===== config.mk =====
export PLATFORM = sky130hd
export DESIGN_NAME = tlights_monitor
export DESIGN_NICKNAME = d
export VERILOG_FILES = /design/src/rtl/tlights_pkg.sv /design/src/rtl/tlights_decode.sv /design/src/rtl/tlights_monitor.sv
export SDC_FILE = /design/constraint.sdc
export NUM_CORES = 1
export LEC_CHECK = 0
export ABC_CLOCK_PERIOD_IN_PS = 5900
export CORE_UTILIZATION = 55
export CTS_BUF_LIST = sky130_fd_sc_hd__clkbuf_4 sky130_fd_sc_hd__clkbuf_8
export DETAILED_ROUTE_END_ITERATION = 10
export PLACE_DENSITY = 0.84
export SYNTH_ARGS = -nofsm -noshare
export SYNTH_HDL_FRONTEND = slang
export SYNTH_HIERARCHICAL = 1
export SYNTH_SLANG_ARGS = --single-unit

===== constraint.sdc =====
create_clock -name clk -period 5.9 [get_ports clk]
set_clock_uncertainty 0.2 [all_clocks]
set_input_delay 0.885 -clock clk [delete_from_list [all_inputs] [get_ports clk]]
set_output_delay 0.885 -clock clk [all_outputs]
set_load 0.02 [all_outputs]

===== src/rtl/tlights_pkg.sv =====
// tlights_pkg: shared light codes and state/phase/fault enums for the traffic-light monitor.
package tlights_pkg;
    localparam logic [2:0] RAG_RED       = 3'b100;
    localparam logic [2:0] RAG_RED_AMBER = 3'b110;
    localparam logic [2:0] RAG_GREEN     = 3'b001;
    localparam logic [2:0] RAG_AMBER     = 3'b010;

    typedef enum logic [1:0] {PH_RED, PH_RED_AMBER, PH_GREEN, PH_AMBER} phase_t;
    typedef enum logic [1:0] {FC_NONE, FC_ILLEGAL, FC_BAD_TRANS, FC_STUCK} fault_code_t;
    typedef enum logic [1:0] {ST_UNSYNC, ST_TRACK, ST_FAULT} state_t;
endpackage


===== src/rtl/tlights_decode.sv =====
// tlights_decode: combinational decode of a rag code into legality, phase and successor code.
//   rag   - observed {red,amber,green}
//   legal - rag is one of the four legal codes
//   phase - decoded light (PH_RED for illegal codes)
//   succ  - next legal code in the cycle (RAG_RED for illegal codes)
module tlights_decode
    import tlights_pkg::*;
(
    input  logic [2:0] rag,
    output logic       legal,
    output phase_t     phase,
    output logic [2:0] succ
);
    always_comb begin
        legal = 1'b1;
        phase = PH_RED;
        succ  = RAG_RED;
        case (rag)
            RAG_RED:       begin phase = PH_RED;       succ = RAG_RED_AMBER; end
            RAG_RED_AMBER: begin phase = PH_RED_AMBER; succ = RAG_GREEN;     end
            RAG_GREEN:     begin phase = PH_GREEN;     succ = RAG_AMBER;     end
            RAG_AMBER:     begin phase = PH_AMBER;     succ = RAG_RED;       end
            default:       legal = 1'b0;
        endcase
    end
endmodule


===== src/rtl/tlights_monitor.sv =====
// tlights_monitor: checks a traffic-light code stream for legal codes, order and stuck lights.
//   clk, rst_n  - clock, asynchronous active-low reset
//   rag         - sampled light code {red,amber,green}
//   clear       - synchronous pulse: clears fault/rounds and forces resync
//   in_sync     - tracking a verified sequence
//   fault       - sticky error flag; fault_code gives the cause
//   phase       - decode of the last legal sample
//   rounds      - completed cycles (saturating at 255)
module tlights_monitor
    import tlights_pkg::*;
#(
    parameter int STUCK_LIMIT = 16
) (
    input  logic       clk,
    input  logic       rst_n,
    input  logic [2:0] rag,
    input  logic       clear,
    output logic       in_sync,
    output logic       fault,
    output logic [1:0] fault_code,
    output logic [1:0] phase,
    output logic [7:0] rounds
);
    localparam int HW = $clog2(STUCK_LIMIT + 1);

    state_t     state;
    logic [2:0] prev;
    logic [2:0] expect_next;
    logic [HW-1:0] hold;
    logic       legal;
    phase_t     dec_phase;
    logic [2:0] dec_succ;

    tlights_decode u_decode (
        .rag   (rag),
        .legal (legal),
        .phase (dec_phase),
        .succ  (dec_succ)
    );

    // The successor of prev is captured whenever prev is loaded, so a single
    // decoder on rag serves both the phase output and the order check.
    always_ff @(posedge clk or negedge rst_n) begin
        if (!rst_n) begin
            state       <= ST_UNSYNC;
            in_sync     <= 1'b0;
            fault       <= 1'b0;
            fault_code  <= FC_NONE;
            phase       <= PH_RED;
            rounds      <= 8'd0;
            prev        <= RAG_RED;
            expect_next <= RAG_RED_AMBER;
            hold        <= '0;
        end else begin
            if (legal) phase <= dec_phase;
            if (clear) begin
                state       <= ST_UNSYNC;
                in_sync     <= 1'b0;
                fault       <= 1'b0;
                fault_code  <= FC_NONE;
                rounds      <= 8'd0;
                prev        <= RAG_RED;
                expect_next <= RAG_RED_AMBER;
                hold        <= '0;
            end else begin
                case (state)
                    ST_UNSYNC: begin
                        if (!legal) begin
                            state      <= ST_FAULT;
                            fault      <= 1'b1;
                            fault_code <= FC_ILLEGAL;
                        end else if (rag == RAG_RED) begin
                            state       <= ST_TRACK;
                            in_sync     <= 1'b1;
                            prev        <= rag;
                            expect_next <= dec_succ;
                            hold        <= HW'(1);
                        end
                    end
                    ST_TRACK: begin
                        if (!legal) begin
                            state      <= ST_FAULT;
                            in_sync    <= 1'b0;
                            fault      <= 1'b1;
                            fault_code <= FC_ILLEGAL;
                        end else if (rag == prev) begin
                            if (hold == HW'(STUCK_LIMIT)) begin
                                state      <= ST_FAULT;
                                in_sync    <= 1'b0;
                                fault      <= 1'b1;
                                fault_code <= FC_STUCK;
                            end else begin
                                hold <= hold + HW'(1);
                            end
                        end else if (rag == expect_next) begin
                            prev        <= rag;
                            expect_next <= dec_succ;
                            hold        <= HW'(1);
                            if (prev == RAG_AMBER && rounds != 8'hFF) rounds <= rounds + 8'd1;
                        end else begin
                            state      <= ST_FAULT;
                            in_sync    <= 1'b0;
                            fault      <= 1'b1;
                            fault_code <= FC_BAD_TRANS;
                        end
                    end
                    default: ;
                endcase
            end
        end
    end
endmodule

==> results of run 1 <==
sequential cells by signal, summed over array words and instances, names as in the netlist:
signal and count:
fault_code 2, prev 3, rounds 8, hold 5, expect_next 3, state 2, phase 2, in_sync 1
fault 1
cell families (layout without fill, tap and decap cells):
logic type | count (synthesis) | count (layout)
buf+inv | 11 | 30
simple gates | 63 | 63
fa+ha+maj | 3 | 3
xor+xnor | 10 | 10
mux | 9 | 9
compound gates | 39 | 39
flops | 27 | 27
worst max-delay path by stage:
| stage | end | slack [ns] | cells after the start |
|---|---|---|---|
| floorplan | rounds[7] | 2.72 | 7 |
| global placement | rounds[7] | 1.92 | 8 |
| detailed placement | rounds[3] | 1.71 | 8 |
| CTS | rounds[3] | 2.00 | 8 |
| global route | rounds[7] | 1.77 | 8 |
| finish | rounds[3] | 1.97 | 8 |
metal layers:
layer / vias to the layer above / GRT usage / routed length [um]
li1: 632 / - / -
met1: 652 / 0.287 / 1400
met2: 53 / 0.394 / 1690
met3: 10 / 0.0562 / 177
met4: 0 / 0.0786 / 89
met5: - / 0 / 0
worst max-delay path, delay by kind of cell:
kind                      cells  cell delay, ns
AOI/OAI and AO/OA             1            0.17
and+or+nand+nor               5            1.72
buffers and inverters         1            0.69
xor gates and xnor gates      1            0.51
synthesized netlist by cell type, drive strengths merged, types with 5 or more instances:
| library cell | number | area [um2] |
|---|---|---|
| dfrtp | 24 | 601 |
| nor2 | 13 | 48.8 |
| a21oi | 11 | 55.1 |
| nand2 | 9 | 33.8 |
| xnor2 | 9 | 78.8 |
| nand3 | 8 | 40.0 |
| inv | 7 | 26.3 |
| and3 | 6 | 42.5 |
| mux2 | 6 | 67.6 |
| o21ai | 6 | 30.0 |
| nor2b | 5 | 31.3 |
| or4 | 5 | 41.3 |
through the flow:
| stage | setup slack (ns) | hold slack, ns | power (mW) | utilization | instances |
|---|---|---|---|---|---|
| after global routing | 1.77 | 0.361 | 0.379 | 0.697 | 211 |
| after detailed placement | 1.71 | 0.315 | 0.280 | 0.685 | 207 |
| final | 1.97 | 0.334 | 0.361 | 0.697 | 211 |
| after floorplan | 2.72 | 0.301 | 0.252 | - | 162 |
| after CTS | 2.00 | 0.335 | 0.363 | 0.697 | 211 |
| after global placement | 1.92 | 0.312 | 0.276 | 0.685 | 207 |
area by class of cell:
type | instances | area [um2]
Tap cell | 30 | 37.5
Inverter | 7 | 26.3
Multi-Input combinational cell | 124 | 841
Clock buffer | 4 | 30.0
Fill cell | 207 | 786
Sequential cell | 27 | 679
Timing Repair Buffer | 19 | 190
power by group:
group	switching [mW]	total (mW)	leakage [nW]	internal (mW)
combinational	0.0399	0.0724	0.368	0.0325
clock	0.0534	0.0845	0.0184	0.0311
sequential	0.00845	0.204	0.356	0.196
==> flow_summary.toml, run 1 <==
[status]
run_status = "finished clean"

[global_route]
vias_in_the_first_global_route = 1289
globalRouteOverflowTotal = 0
first_pass_grt_wire_length_um = 5730
grt_antenna_before_repair = 0
grt_usage = 0.232
largest_net_degree_at_the_start_of_global_routing = 28

[setup_path]
regToRegSetupSlack_ns = 3.28
max_stage_delay_ns = 0.69
timing.critical_path.cells = "clkdlybuf4s50_1 > nor2_1 > xnor2_1 > nor2b_1 > nand2_1 > or4_4 > or4_1 > a21oi_1"
timing.critical_path.arrival_ns = 3.98
path_max_fanout = 14
critical_path.startpoint = "rag[1]"
worst_reg2reg_startpoint = "state[0]"
reg2reg_capture_point = "rounds[3]"
critical-path-slowest-cell = "clkdlybuf4s50_1"
setup.worst_path.start_class = "primary input"
worst_setup_path_end_kind = "register"
worst-endpoint-required_ns = 5.94
criticalPathCategory = "primary input to register"
timing.reg2reg.worst_path_depth = 5

[timing]
timing.final.setup_violations = 0
hold_violations = 0
maxSlewViolCount = 0
period_share = 0.667
setup_tns_ns = 0
max-slew-margin-rel = 0.224
grt_setup_unrepaired = "no"
fmax_mhz = 254
min_period_ns = 3.93
tightestPinTransition_ns = 1.16

[cts]
tritoncts.num_buffers = 3
cts-root-buf = "clkbuf_4"
post_cts.resized_instances = 0
cts.path.max_buffers = 2
clk_pin_slew_worst_paths_ns = 0.14
cts_post_setup_buffers_inserted = 0
skew_pair_late_insertion_delay_ns = 0.32
cts.htree.levels = 1
clock_sink_count = 27
hold_buf_cts = 0
cts_tree = "yes"

[route]
dr_total_vias = 1347
drt_pre_antenna_iters = 4
drt_wl_total_um = 3360
drt-initial-drc-count = 37
post_drt_via_cell_ratio = 6.38
ant_nets = 0
drcViolationCount = 0
route.detailed.wl_per_inst_um = 15.9

[synthesis]
avgSynthCellArea_um2 = 9.65
synth.yosys.seq_area_share = 0.434
postSynthNetCount = 171
yosys.cell_types.count = 43
synthArstFlopShare = 1.00
synthesis.instances = 162
postSynth.topFlopCell = "dfrtp_1"
syn-cell-area_um2 = 1560
synthXorXnorAreaFrac = 0.0560
synth_top_family_by_area = "simple AND/OR/NAND/NOR gates"
synth_enable_flop_cells = 0
synth_simple_gate_area_frac = 0.227
synth.ff_latch_count = 27
synthAdderAreaFrac = 0.0240
synth-warning-count = 6
synthesized_area_fraction_occupied_by_ao_oa_aoi_and_oai_cells = 0.168
synth.mux.area_fraction = 0.0624

[place]
port-buffer-count = 19
place.detailed.hpwl_um = 2520
routabilityCongestion = 0.816
cell_area_reported_after_detailed_placement_um2 = 1770

[pwr]
vdd_drop_max_uv = 173
powerDensity_nw_per_um2 = 200
leakagePower_nw = 0.743

[layout]
nNetsFinal = 191
final_common_cell = "dfrtp_1"
share_of_cells_above_drive_strength_1 = 0.110
final_cell_mix = "dfrtp_1, clkdlybuf4s50_1, nor2_1, a21oi_1"
fin_area_um2 = 1800
antenna-diode-count = 0
signed_area_change_from_the_synthesized_netlist_to_the_final_layout_pct = 15.4

[die]
core_region_area_um2 = 2590
num_rows = 18
dieArea_um2 = 3060
initial_utilization = 0.604
chipWidth_um = 55.3
num_ports = 20
die_height_um = 55.3

[flow_run]
maxCapViolCount = 0

[hold_path]
holdCritStartpoint = "fault_code[1]"
hold_end = "fault_code[1]"
holdPathStages = 2
worst_hold_check_path_type = "register to register"
Note: power is estimated with default switching activity, not from simulation.
==> run 2, diff against run 1 <==
ABC_CLOCK_PERIOD_IN_PS = 3800   (was 5900)
clock period = 3.8 ns   (was 5.9 ns; I/O delays follow)
==> flow_summary.toml, run 2 (same netlist as run 1, synthesis figures left out) <==
[timing]
worst_slack_ns = 0.733
setup_tns_ns = 0
min_period_ns = 3.07
grt_setup_unrepaired = "no"
timing.final.setup_violations = 0
tightestPinTransition_ns = 1.16
maxSlewViolCount = 0
max-slew-margin-rel = 0.226
period_share = 0.807
hold_violations = 0
fmax_mhz = 326

[die]
initial_utilization = 0.604
die_height_um = 55.3
num_rows = 18
chipWidth_um = 55.3
dieArea_um2 = 3060
core_region_area_um2 = 2590
num_ports = 20

[pwr]
leakagePower_nw = 0.757
vdd_drop_max_uv = 226
power_mw = 0.568
powerDensity_nw_per_um2 = 309

[global_route]
vias_in_the_first_global_route = 1246
globalRouteOverflowTotal = 0
largest_net_degree_at_the_start_of_global_routing = 27
first_pass_grt_wire_length_um = 5630
use_met2 = 0.384
busiest_layer = "met2"
grt_antenna_before_repair = 0
groute.layer.met3.usage = 0.0258
grt_usage = 0.225
met1_usage = 0.301

[layout]
share_of_cells_above_drive_strength_1 = 0.130
largest_register_ffs = 8
reg.largest.list = "rounds x8, hold x5"
final_cell_mix = "dfrtp_1, clkdlybuf4s50_1, nor2_1, a21oi_1"
antenna-diode-count = 0
signed_area_change_from_the_synthesized_netlist_to_the_final_layout_pct = 17.3
nNetsFinal = 195
largest-register = "rounds"
final_common_cell = "dfrtp_1"
fin_util = 0.708

[cts]
tritoncts.num_buffers = 3
cts_post_setup_buffers_inserted = 0
cts.path.max_buffers = 2
clk_pin_slew_worst_paths_ns = 0.17
cts_tree = "yes"
post_cts.resized_instances = 0
hold_buf_cts = 0
cts-root-buf = "clkbuf_4"
skew_pair_late_insertion_delay_ns = 0.35
clock_sink_count = 27
cts.htree.levels = 1

[setup_path]
path_delay_family = "simple AND/OR/NAND/NOR gates"
timing.critical_path.cells = "clkdlybuf4s50_1 > xnor2_1 > nor2b_1 > nand2_1 > or4_4 > or4_1 > a21oi_1"
timing.critical_path.arrival_ns = 3.14
worst-endpoint-required_ns = 3.88
setup.worst_path.start_class = "primary input"
critical-path-slowest-cell = "or4_4"
max_stage_delay_ns = 0.63
criticalPathCategory = "primary input to register"
critPathBufInv = 1
path_max_fanout = 14
worst_setup_path_end_kind = "register"

[route]
ant_nets = 0
drt_wl_total_um = 3330
dr_total_vias = 1341
route.detailed.wl_per_inst_um = 15.5
drt-initial-drc-count = 39
drcViolationCount = 0
post_drt_via_cell_ratio = 6.24
drt_pre_antenna_iters = 4

[place]
place.detailed.hpwl_um = 2370
place_ws_ns = 0.372
port-buffer-count = 19
routabilityCongestion = 0.816

[hold_path]
worst_hold_check_path_type = "register to register"

[flow_run]
maxCapViolCount = 0

[status]
run_status = "finished clean"
==> run 2: cell types whose count changed in the layout (fill, tap and decap cells not counted) <==
cell,delta
buf_4,+4
clkbuf_4,-1
clkinvlp_4,+1
==> run 2: final cells by class <==
class / instances / area [um2]
Inverter: 7 / 26.3
Timing Repair Buffer: 23 / 220
Multi-Input combinational cell: 124 / 841
Clock buffer: 3 / 22.5
Tap cell: 30 / 37.5
Sequential cell: 27 / 679
Fill cell: 206 / 756
Clock inverter: 1 / 7.51
==> run 2: path summary, 6_finish.rpt <==
check / slack, ns / cells past startpoint / to / start
worst max register to register: 1.29 / 5 / rounds[7] / expect_next[2]
max in group asynchronous: 2.02 / 2 / prev[2] / rst_n
worst min register to register: 0.33 / 1 / phase[0] / phase[0]
worst max-delay path: 0.73 / 7 / rounds[7] / rag[0]
worst min-delay path: 0.33 / 1 / phase[0] / phase[0]
min in group asynchronous: 0.61 / 1 / rounds[5] / rst_n
==> run 2: power by group <==
group	internal [mW]	leakage, nW	total, mW	switching, mW
Sequential	0.304	0.356	0.317	0.0127
Clock	0.0405	0.0139	0.135	0.0945
Combinational	0.0540	0.387	0.116	0.0618
Total	0.399	0.757	0.568	0.169
==> run 2: worst reg2reg max path, cell delays in order, from the launching register on <==
cell and delay [ns]:
dfstp_2 0.58, xnor2_1 0.11, nand3_1 0.23, or4_4 0.64
or4_1 0.53, a21oi_1 0.15
==> run 2: metal layers <==
metal	wire length [um]	up-vias
met5	0	-
met4	38	0
met3	170	5
met2	1630	45
met1	1490	656
li1	-	635
==> run 2: per-stage QoR <==
| step | std cells | instance area, um2 | hold WS (ns) |
|---|---|---|---|
| 6_report | 215 | 1830 | 0.329 |
| 5_1_grt | 215 | 1830 | 0.356 |
| 2_1_floorplan | 162 | 1560 | 0.0744 |
| 3_3_place_gp | 211 | 1800 | 0.290 |
| 4_1_cts | 215 | 1830 | 0.332 |
| 3_5_place_dp | 211 | 1800 | 0.297 |
==> run 3, diff against run 2 <==
ABC_CLOCK_PERIOD_IN_PS = 3100   (was 3800)
clock period = 3.1 ns   (was 3.8 ns; I/O delays follow)
==> flow_summary.toml, run 3 (same netlist as run 1, synthesis figures left out) <==
[timing]
grt_setup_unrepaired = "no"
period_share = 0.873
hold_violations = 0
setup_tns_ns = 0
max-slew-margin-rel = 0.627
tightestPinTransition_ns = 0.560
timing.final.setup_violations = 0
min_period_ns = 2.71
worst_slack_ns = 0.393
maxSlewViolCount = 0
fmax_mhz = 369

[pwr]
leakagePower_nw = 0.781
powerDensity_nw_per_um2 = 369
vdd_drop_max_uv = 294

[layout]
final_cell_mix = "dfrtp_1, clkdlybuf4s50_1, nor2_1, a21oi_1"
antenna-diode-count = 0
largest_register_ffs = 8
nNetsFinal = 200
final_common_cell = "dfrtp_1"
share_of_cells_above_drive_strength_1 = 0.153
reg.largest.list = "rounds x8, hold x5"
largest-register = "rounds"
signed_area_change_from_the_synthesized_netlist_to_the_final_layout_pct = 19.7
fin_area_um2 = 1870

[global_route]
groute.layer.met3.usage = 0.0398
grt_antenna_before_repair = 0
first_pass_grt_wire_length_um = 5440
vias_in_the_first_global_route = 1253
globalRouteOverflowTotal = 0
use_met2 = 0.348
busiest_layer = "met2"
grt_usage = 0.220
largest_net_degree_at_the_start_of_global_routing = 28
met1_usage = 0.292

[die]
num_ports = 20
core_region_area_um2 = 2590
num_rows = 18
dieArea_um2 = 3060
chipWidth_um = 55.3
die_height_um = 55.3
initial_utilization = 0.604

[cts]
clock_sink_count = 27
post_cts.resized_instances = 0
cts_post_setup_buffers_inserted = 0
skew_pair_late_insertion_delay_ns = 0.33
hold_buf_cts = 0
tritoncts.num_buffers = 3
clk_pin_slew_worst_paths_ns = 0.14
cts_tree = "yes"
cts.path.max_buffers = 2
cts.htree.levels = 1
cts-root-buf = "clkbuf_4"

[route]
drt-initial-drc-count = 67
drcViolationCount = 0
ant_nets = 0
route.detailed.wl_per_inst_um = 14.7
post_drt_via_cell_ratio = 6.06
drt_wl_total_um = 3240
drt_pre_antenna_iters = 4
dr_total_vias = 1334

[place]
place.detailed.hpwl_um = 2460
routabilityCongestion = 0.833
cell_area_reported_after_detailed_placement_um2 = 1840
place_ws_ns = 0.0301
port-buffer-count = 19

[status]
run_status = "finished clean"

[setup_path]
worst-endpoint-required_ns = 3.18
criticalPathCategory = "primary input to register"
path_max_fanout = 14
setup.worst_path.start_class = "primary input"
timing.reg2reg.worst_path_depth = 5
worst_setup_path_end_kind = "register"
timing.critical_path.arrival_ns = 2.78

[hold_path]
worst_hold_check_path_type = "primary input to async pin"

[flow_run]
maxCapViolCount = 0
run 3: cell count changes in the layout (fill, tap and decap cells not counted), sizes merged:
cell / previous run / this run
buf: 4 / 9
run 3: final cells by class:
cell class / count / area (um2)
Multi-Input combinational cell: 124 / 841
Fill cell: 185 / 718
Sequential cell: 27 / 679
Timing Repair Buffer: 28 / 258
Tap cell: 30 / 37.5
Inverter: 7 / 26.3
Clock buffer: 3 / 22.5
Clock inverter: 1 / 7.51
run 3: power by group:
part           leakage (nW)  switching [mW]  internal, mW  total (mW)
registers             0.356          0.0158         0.373       0.388
logic                 0.411          0.0753        0.0713       0.147
clock network        0.0139           0.106        0.0496       0.156
total                 0.781           0.197         0.493       0.691
run 3: critical path, stage by stage:
cell	delay, ns
clkdlybuf4s50_1	0.48
nor2_1	0.06
xnor2_1	0.19
nor2b_1	0.20
nand2_1	0.07
or4_4	0.63
or4_1	0.54
a21oi_1	0.15
run 3: stage by stage:
stage | std cells | power [mW] | utilization | hold WS (ns)
6_report | 220 | 0.691 | 0.723 | 0.273
5_1_grt | 220 | 0.726 | 0.723 | 0.305
4_1_cts | 220 | 0.696 | 0.723 | 0.278
3_5_place_dp | 216 | 0.541 | 0.711 | 0.301
3_3_place_gp | 216 | 0.535 | 0.711 | 0.292
2_1_floorplan | 162 | 0.479 | - | -0.0306
run 3: final timing paths:
| check | from | end | slack [ns] |
|---|---|---|---|
| min in group clk | phase[1] | phase[1] | 0.33 |
| max reg2reg | prev[2] | rounds[7] | 0.63 |
| min reg2reg | phase[1] | phase[1] | 0.33 |
| max | rag[2] | rounds[7] | 0.39 |
| max in group asynchronous | rst_n | prev[2] | 2.13 |
| min | rst_n | rounds[5] | 0.27 |
run 3: layer usage:
layer  part of all wire  vias to the layer above
met5                  0                        -
met4              0.016                        0
met3              0.041                        7
met2               0.48                       38
met1               0.46                      640
li1                   -                      649
